--- src/rtl/alu_seq_unit_if.sv ---
// ---------------------------------------------------------------------------
// alu_seq_unit_if
//   Bundle between the control unit (master) and the ALU stage (slave).
//
//   Handshake: the master raises start with alu_a/alu_b/alu_op valid. The
//   request is taken on a rising clk edge where start==1 and busy==0.
//   While busy==1 start is ignored, not queued. done is a one-cycle pulse
//   marking alu_out/z_flag as new. The master must re-check busy before
//   each new request.
//
//   Signals
//     alu_a, alu_b  operand A / operand B              (master -> slave)
//     alu_op        3-bit operation code               (master -> slave)
//     start         request strobe                     (master -> slave)
//     alu_out       registered result                  (slave -> master)
//     z_flag        alu_out == 0                       (slave -> master)
//     busy          multiply in progress               (slave -> master)
//     done          result-valid pulse                 (slave -> master)
// ---------------------------------------------------------------------------
interface alu_seq_unit_if #(
   parameter int WIDTH = 18
);
   logic [WIDTH-1:0] alu_a;
   logic [WIDTH-1:0] alu_b;
   logic [2:0]       alu_op;
   logic             start;
   logic [WIDTH-1:0] alu_out;
   logic             z_flag;
   logic             busy;
   logic             done;

   modport master (
      output alu_a, alu_b, alu_op, start,
      input  alu_out, z_flag, busy, done
   );

   modport slave (
      input  alu_a, alu_b, alu_op, start,
      output alu_out, z_flag, busy, done
   );
endinterface

--- src/rtl/alu_seq_unit.sv ---
// ---------------------------------------------------------------------------
// alu_seq_unit
//   Datapath ALU stage. Single-cycle ops (pass, add, sub, inc, dec, clear)
//   finish on the accept edge. MUL is a shift-add multiply that processes
//   one multiplier bit per cycle. It has a fixed latency of WIDTH cycles and
//   does not terminate early.
//
//   Ports
//     clk        rising-edge clock
//     rstn       synchronous active-low reset
//     bus        alu_seq_unit_if.slave (operands, opcode, start, results)
//     state_dbg  current FSM state (0 = IDLE, 1 = MUL)
// ---------------------------------------------------------------------------
module alu_seq_unit #(
   parameter int WIDTH = 18,
   parameter int CNT_W = 5
) (
   input  logic               clk,
   input  logic               rstn,
   alu_seq_unit_if.slave      bus,
   output logic [0:0]         state_dbg
);

   localparam logic [0:0] ST_IDLE = 1'b0;
   localparam logic [0:0] ST_MUL  = 1'b1;

   localparam logic [2:0] OP_PASS_A = 3'b000;
   localparam logic [2:0] OP_ADD    = 3'b001;
   localparam logic [2:0] OP_SUB    = 3'b010;
   localparam logic [2:0] OP_MUL    = 3'b011;
   localparam logic [2:0] OP_INC    = 3'b100;
   localparam logic [2:0] OP_DEC    = 3'b101;
   localparam logic [2:0] OP_PASS_B = 3'b110;
   localparam logic [2:0] OP_CLR    = 3'b111;

   localparam logic [CNT_W-1:0] LAST_ITER = CNT_W'(WIDTH - 1);

   logic [0:0]       state;
   logic [WIDTH-1:0] a_sh;
   logic [WIDTH-1:0] b_sh;
   logic [WIDTH-1:0] acc;
   logic [CNT_W-1:0] cnt;
   logic [WIDTH-1:0] out_q;
   logic             z_q;
   logic             busy_q;
   logic             done_q;

   logic [WIDTH-1:0] acc_next;
   logic [WIDTH-1:0] single_res;

   // One shift-add step. The sum wraps at WIDTH bits, so only the low half
   // of the product is kept.
   always_comb begin
      acc_next = acc;
      if (b_sh[0]) acc_next = acc + a_sh;
   end

   always_comb begin
      single_res = '0;
      case (bus.alu_op)
         OP_PASS_A: single_res = bus.alu_a;
         OP_ADD:    single_res = bus.alu_a + bus.alu_b;
         OP_SUB:    single_res = bus.alu_a - bus.alu_b;
         OP_INC:    single_res = bus.alu_a + WIDTH'(1);
         OP_DEC:    single_res = bus.alu_a - WIDTH'(1);
         OP_PASS_B: single_res = bus.alu_b;
         OP_CLR:    single_res = '0;
         default:   single_res = '0;   // OP_MUL does not use this path
      endcase
   end

   always_ff @(posedge clk) begin
      if (!rstn) begin
         state  <= ST_IDLE;
         a_sh   <= '0;
         b_sh   <= '0;
         acc    <= '0;
         cnt    <= '0;
         out_q  <= '0;
         z_q    <= 1'b1;
         busy_q <= 1'b0;
         done_q <= 1'b0;
      end else begin
         done_q <= 1'b0;
         case (state)
            ST_IDLE: begin
               if (bus.start) begin
                  if (bus.alu_op == OP_MUL) begin
                     a_sh   <= bus.alu_a;
                     b_sh   <= bus.alu_b;
                     acc    <= '0;
                     cnt    <= '0;
                     busy_q <= 1'b1;
                     state  <= ST_MUL;
                  end else begin
                     out_q  <= single_res;
                     z_q    <= (single_res == '0);
                     done_q <= 1'b1;
                  end
               end
            end
            ST_MUL: begin
               acc  <= acc_next;
               a_sh <= a_sh << 1;
               b_sh <= b_sh >> 1;
               cnt  <= cnt + CNT_W'(1);
               // The WIDTH-th step publishes the accumulator including
               // this step's addend.
               if (cnt == LAST_ITER) begin
                  out_q  <= acc_next;
                  z_q    <= (acc_next == '0);
                  done_q <= 1'b1;
                  busy_q <= 1'b0;
                  state  <= ST_IDLE;
               end
            end
            default: state <= ST_IDLE;
         endcase
      end
   end

   assign bus.alu_out = out_q;
   assign bus.z_flag  = z_q;
   assign bus.busy    = busy_q;
   assign bus.done    = done_q;
   assign state_dbg   = state;

endmodule

--- src/flat_wrapper.sv ---
// flat-port wrapper written by rule: the top's interface ports become plain ports
module alu_seq_unit_flat 
#(
   parameter int WIDTH = 18,
   parameter int CNT_W = 5
)
  (clk, rstn, state_dbg, bus_alu_a, bus_alu_b, bus_alu_op, bus_start, bus_alu_out, bus_z_flag, bus_busy, bus_done);
  alu_seq_unit_if #(.WIDTH(WIDTH)) bus_i ();
  input  logic clk;
  input  logic rstn;
  output logic [0:0] state_dbg;
  input wire logic [$bits(bus_i.alu_a)-1:0] bus_alu_a;
  input wire logic [$bits(bus_i.alu_b)-1:0] bus_alu_b;
  input wire logic [$bits(bus_i.alu_op)-1:0] bus_alu_op;
  input wire logic [$bits(bus_i.start)-1:0] bus_start;
  output wire logic [$bits(bus_i.alu_out)-1:0] bus_alu_out;
  output wire logic [$bits(bus_i.z_flag)-1:0] bus_z_flag;
  output wire logic [$bits(bus_i.busy)-1:0] bus_busy;
  output wire logic [$bits(bus_i.done)-1:0] bus_done;
  assign bus_i.alu_a = bus_alu_a;
  assign bus_i.alu_b = bus_alu_b;
  assign bus_i.alu_op = bus_alu_op;
  assign bus_i.start = bus_start;
  assign bus_alu_out = bus_i.alu_out;
  assign bus_z_flag = bus_i.z_flag;
  assign bus_busy = bus_i.busy;
  assign bus_done = bus_i.done;
  alu_seq_unit #(.WIDTH(WIDTH), .CNT_W(CNT_W)) u_core (.clk(clk), .rstn(rstn), .bus(bus_i), .state_dbg(state_dbg));
endmodule
--- config.mk ---
export PLATFORM = sky130hd
export DESIGN_NAME = alu_seq_unit_flat
export DESIGN_NICKNAME = d
export VERILOG_FILES = /design/src/rtl/alu_seq_unit_if.sv /design/src/rtl/alu_seq_unit.sv /design/src/flat_wrapper.sv
export SDC_FILE = /design/constraint.sdc
export NUM_CORES = 1
export LEC_CHECK = 0
export ABC_AREA = 1
export CAP_MARGIN = 20
export CORE_MARGIN = 10
export CORE_UTILIZATION = 35
export CTS_CLUSTER_DIAMETER = 150
export DETAILED_ROUTE_END_ITERATION = 10
export MAX_ROUTING_LAYER = met4
export PLACE_DENSITY_LB_ADDON = 0.1
export SYNTH_ARGS = -nofsm -noshare
export SYNTH_HDL_FRONTEND = slang
export SYNTH_SLANG_ARGS = --single-unit
--- constraint.sdc ---
create_clock -name clk -period 3.14 [get_ports clk]
set_input_delay 0.314 -clock clk [delete_from_list [all_inputs] [get_ports clk]]
set_output_delay 0.314 -clock clk [all_outputs]
set_load 0.02 [all_outputs]
# == Yosys cells after proc, flatten, opt, wreduce, memory -nomap -nowiden ==
# Index checks and enable logic that the tools add are counted.
# classes
addsub,6
n_eq_ne,11
n_mux,34
bitwise,1
n_reduce_logical,6
# op_table
operator,count
18-bit two-way mux,10
18-bit case mux with 2 select lines,4
18-bit case mux with 6 select lines,1
18-bit adder,2
18-bit logical NOT,2
"18-bit by 1-bit adder with 18-bit output, second input constant",1
"18-bit by 1-bit subtractor with 18-bit output, second input constant",1
18-bit subtractor,1
1-bit two-way mux,12
5-bit two-way mux,2
5-bit case mux with 2 select lines,1
"3-bit == test, second input constant",3
1-bit case mux with 2 select lines,4
"3-bit by 2-bit == test with 1-bit output, second input constant",2
"2-bit != test, second input constant",3
3-bit AND reduction,2
"5-bit by 1-bit adder with 5-bit output, second input constant",1
"5-bit == test, second input constant",1
"3-bit by 1-bit == test with 1-bit output, second input constant",1
3-bit logical NOT,1
"2-bit by 1-bit != test with 1-bit output, second input constant",1
2-bit AND reduction,1
1-bit NOT,1
# totals
ff_bits,81
in_bits,42
out_inout_bits,22
elab_cells,67

# == Logic depth before layout (Yosys ltp) ==
# logic_depth
word_depth,6
depth_mapped,31

# == Worst setup path before layout ==
# OpenSTA, ideal clock, no wires.
# synth_timing
path_type,input -> register
startpoint,input port bus_alu_b[0]
endpoint,"register u_core.z_q, in the netlist u_core.bus.z_flag"
setup_time_ns,0.112
t_arrival_ns,2.850
setup_slack_ns,0.178
cell_stages,31
path_cell_list,inv_1 > ha_1 > nand2_1 > inv_1 > nand3_1 > nor3_2 > nand4_1 > nor2_1 > nand2_1 > xor2_1 > nand2_1 > nand2_1 > ha_1 > nand2_1 > nand2_1 > inv_1 > nor2_1 > nor2_1 > nand2_1 > nor2_1 > nand2_1 > nand2_1 > nand2_1 > nand2_1 > nand3_1 > nand2_1 > nor2_1 > nand2_1 > nand2_1 > nand2_1 > nand2_1
# synth_between
elab_chain_len,6
# synth_lines
element,line_no,rtl
from (decl),flat_wrapper.sv:13,input wire logic [$bits(bus_i.alu_b)-1:0] bus_alu_b;
18-bit subtractor or 18-bit adder (tied branches),"alu_seq_unit.sv:63, alu_seq_unit.sv:62",
18-bit case mux with 6 select lines *,alu_seq_unit.sv:60,case (bus.alu_op)
18-bit logical NOT *,alu_seq_unit.sv:97,z_q <= (single_res == '0);
1-bit two-way mux *,alu_seq_unit.sv:88,if (bus.alu_op == OP_MUL) begin
1-bit two-way mux *,alu_seq_unit.sv:87,if (bus.start) begin
1-bit case mux with 2 select lines *,alu_seq_unit.sv:85,case (state)
to (signal assigned),alu_seq_unit.sv:97,
to (signal assigned),alu_seq_unit.sv:111,z_q <= (acc_next == '0);
to (decl),alu_seq_unit.sv:44,logic z_q;
# Mark *: on every way between the ends. The rest lies on a longest branch, timed or not. The select of a mux whose other input is x is not followed.
# A chain may end at the register's enable or synchronous reset.

# == Worst setup path in the final report ==
# layout_timing
startpoint,input port bus_alu_b[8]
endpoint,"register u_core.z_q, in the netlist u_core.bus.z_flag"
# The elaborated chain is that of the path after synthesis.

==> impl_metrics.json <==
{
  "run_status": "finished clean",
  "max_freq_mhz": 347,
  "chipHeight_microns": 158,
  "power.share.switching_pct": 32.2,
  "power_leakage_uw": 0.00421,
  "rsz0062_at_grt": "false",
  "hpwl_microns": 19900,
  "combinationalPowerShare_pct": 32.6,
  "tightestPinTransition_ns": 0.654,
  "largest_net_degree_at_the_start_of_global_routing": 57,
  "netlist-cell-type-count": 35,
  "placementRows": 50,
  "power.density_nw_per_um2": 387,
  "fin_tns_setup_ns": 0,
  "hold_viol": 0,
  "syn_area_sq_um": 6640,
  "internal_power_uw": 2330,
  "floorplan.initialDensity_pct": 35.5,
  "syn_to_final_growth_pct": 33.9,
  "synthesized_netlist_net_count": 1216,
  "cts_tree": "built",
  "place_worst_setup_slack_ns": -0.552,
  "diodes": 0,
  "worst_hold_stages": 4,
  "drt_pass1_iterations": 5,
  "synth_edf_count": 0,
  "fin_area_sq_um": 8890,
  "worst-endpoint-required_ns": 3.43,
  "final_core_utilization_pct": 47.5,
  "place_congestion": 0.963,
  "setup-violations-final": 0,
  "clockRootBuffer": "sky130_fd_sc_hd__clkbuf_16",
  "io_pins": 64,
  "arrival_ns": 3.17,
  "power.total_uw": 3440,
  "cap_violations": 0,
  "die_x_microns": 158,
  "clockPowerShare_pct": 35.7,
  "clock_sink_total": 81,
  "crit_type": "input pin to flip-flop",
  "dpl-instance-area_sq_um": 8210,
  "worst_hold_path_type": "input pin to flip-flop",
  "yosysTopAreaCellShare_pct": 24.4,
  "gr-total-overflow": 0,
  "wire_per_inst_microns": 16.2,
  "finClkSkew_ns": 0.00898,
  "syn-mean-instance-area_sq_um": 5.85,
  "die-area_sq_um": 24900,
  "finalWorstSetupSlack_ns": 0.261,
  "clk_pin_slew_worst_paths_ns": 0.06,
  "grt_pass1_vias": 7168,
  "antenna_found_initial": 0,
  "ant_nets": 0,
  "ys_dominant_reg_cell": "sky130_fd_sc_hd__dfxtp_1",
  "async_flop_share_pct": 0,
  "worstSetupEndpointType": "flip-flop",
  "post_cts_hold_buffer_count": 0,
  "netlist_top_cells_area": "sky130_fd_sc_hd__dfxtp_1 (24%), sky130_fd_sc_hd__nand2_1 (22%), sky130_fd_sc_hd__inv_1 (8.6%), sky130_fd_sc_hd__nand3_1 (7.3%), sky130_fd_sc_hd__ha_1 (7.2%)",
  "n_fill_cell": 2006,
  "dr_total_vias": 7780,
  "yosysTopAreaCell": "sky130_fd_sc_hd__dfxtp_1",
  "report.final.slew_viol_count": 0,
  "share_of_post_route_cells_with_drive_strength_above_1_pct": 16.9,
  "layout.cells.most_common": "sky130_fd_sc_hd__nand2_1",
  "worst_ir_drop_vdd_v": 0.000266,
  "nets": 1369,
  "timing.critical_path.fanout_max": 5,
  "cts_inserted_buffers": 9,
  "post_synth_inst_count": 1134,
  "core-area_sq_um": 18700,
  "critPathLaunchType": "input pin",
  "multi_input_gate_area_in_the_final_layout_sq_um": 4520,
  "switching_power_uw": 1110,
  "finalCriticalPeriod_ns": 2.88,
  "drcViolationCount": 0,
  "yosysWarningCount": 0,
  "most_used_cells_in_the_layout_excluding_fill_and_tap_cells": "sky130_fd_sc_hd__nand2_1 (380), sky130_fd_sc_hd__inv_1 (144), sky130_fd_sc_hd__buf_4 (112)",
  "ff2ff_path_depth": 14,
  "clock_insertion_delay_at_the_later_pin_of_the_skew_report_ns": 0.35,
  "synth.ff_latch_count": 81,
  "grt_pass1_wl_microns": 38600,
  "sequentialPowerShare_pct": 31.8,
  "placement.io_buffers": 63,
  "drt_iter0_markers": 563,
  "cts_max_path_buffers": 2,
  "cts.htree.levels": 3,
  "globalRouteTotalUtil_pct": 20.2,
  "via_per_inst": 5.10,
  "slew-limit-headroom_pct": 56.4,
  "wl_microns": 24800,
  "seq_area_frac_synth_pct": 24.4,
  "final_min_period_over_clock_period_pct": 91.7,
  "sequential_cell_area_sq_um": 1620
}
==> synth_stat cells (all sizes together) (14+ instances only) <==
library cell / n
nand2: 398
inv: 156
nand3: 98
dfxtp: 81
nor2: 73
o21ai: 66
a21oi: 62
ha: 38
a31oi: 30
clkbuf: 26
a22oi: 15
xor2: 14
==> what timing repair did <==
action | in CTS | in global routing
endpoints found under the setup margin | 7 | 12
gates resized for setup | 20 | 70
cloned | 0 | 1
pin swaps | 11 | 23
setup buffers | 3 | 8
endpoints found under the hold margin | 0 | 0
==> layout make-up <==
class / count / area share, %
clock buffers: 9 / 2.53
clock inverters: 6 / 1.30
flip-flops and latches: 81 / 18.3
inverters: 157 / 6.63
multi-input cells: 859 / 50.8
repair buffers: 179 / 17.1
well taps: 234 / 3.29
==> power groups by stage <==
| stage | Clock [uW] | Sequential, uW | Combinational [uW] |
|---|---|---|---|
| finish | 1230 | 1090 | 1120 |
| CTS | 1250 | 1090 | 1040 |
| global route | 1290 | 1100 | 1230 |
| detailed placement | 0 | 1120 | 1020 |
| global placement | 0 | 1120 | 1020 |
| floorplan | 0 | 1140 | 508 |
==> cells by family after synthesis <==
logic type                 count (synthesis)  share of synthesized area (%)
and+or+nand+nor                          612                           38.4
adders and majority gates                 40                           7.77
xor gates and xnor gates                  15                           1.98
buffers and inverters                    194                           11.1
DFF                                       81                           24.4
AOI/OAI and AO/OA                        192                           16.3
==> state kept, by name, indices dropped and copies added (netlist names) <==
name                count
u_core.state_dbg        1
u_core.a_sh            18
u_core.b_sh            18
u_core.bus.z_flag       1
u_core.bus.alu_out     18
u_core.acc             18
u_core.bus.busy         1
u_core.bus.done         1
u_core.cnt              5
==> worst paths after layout <==
| check | slack, ns | end | startpoint |
|---|---|---|---|
| min reg2reg | 0.47 | u_core.b_sh[1]$_SDFFE_PN0P_ | u_core.b_sh[1]$_SDFFE_PN0P_ |
| min | 0.41 | u_core.b_sh[0]$_SDFFE_PN0P_ | bus_alu_b[0] |
| max reg2reg | 0.61 | u_core.bus.alu_out[12]$_SDFFE_PN0P_ | u_core.a_sh[0]$_SDFFE_PN0P_ |
| max | 0.26 | u_core.bus.z_flag$_SDFFE_PN1P_ | bus_alu_b[8] |
==> stage by stage <==
stage	hold slack, ns	std cells
detailed placement	0.456	1498
CTS	0.466	1516
global placement	0.454	1498
finish	0.413	1525
floorplan	0.446	1134
global route	0.422	1525
==> worst max-delay path, stage by stage <==
cell	delay [ns]
sky130_fd_sc_hd__clkdlybuf4s50_1	0.43
sky130_fd_sc_hd__inv_1	0.12
sky130_fd_sc_hd__nand3_1	0.13
sky130_fd_sc_hd__nor2_4	0.16
sky130_fd_sc_hd__nand3_1	0.16
sky130_fd_sc_hd__xor2_1	0.18
sky130_fd_sc_hd__nand2_1	0.07
sky130_fd_sc_hd__nand2_1	0.06
sky130_fd_sc_hd__ha_1	0.35
sky130_fd_sc_hd__nand2_1	0.13
sky130_fd_sc_hd__nor2_2	0.14
sky130_fd_sc_hd__nand2_1	0.09
sky130_fd_sc_hd__nor2_2	0.13
sky130_fd_sc_hd__nor2_2	0.05
sky130_fd_sc_hd__nand2_1	0.05
sky130_fd_sc_hd__nand2_1	0.06
sky130_fd_sc_hd__nand2_1	0.07
sky130_fd_sc_hd__nand2_1	0.04
sky130_fd_sc_hd__nand3_1	0.06
sky130_fd_sc_hd__nand2_1	0.08
sky130_fd_sc_hd__nor2_1	0.09
sky130_fd_sc_hd__nand2_1	0.06
sky130_fd_sc_hd__nand2_1	0.05
sky130_fd_sc_hd__nand2_1	0.05
sky130_fd_sc_hd__nand2_1	0.05
==> routing by layer <==
layer  GRT usage (%)  routed length [microns]  vias to the layer above  share of wire, %
met3            3.69                     1520                       31               6.1
li1                -                        -                     3965                 -
met5               -                        0                        -                 0
met4            5.25                      639                        0               2.6
met1            26.5                    11500                     3578                47
met2            31.4                    11100                      206                45
No activity file was read; power rests on OpenSTA's default activity.
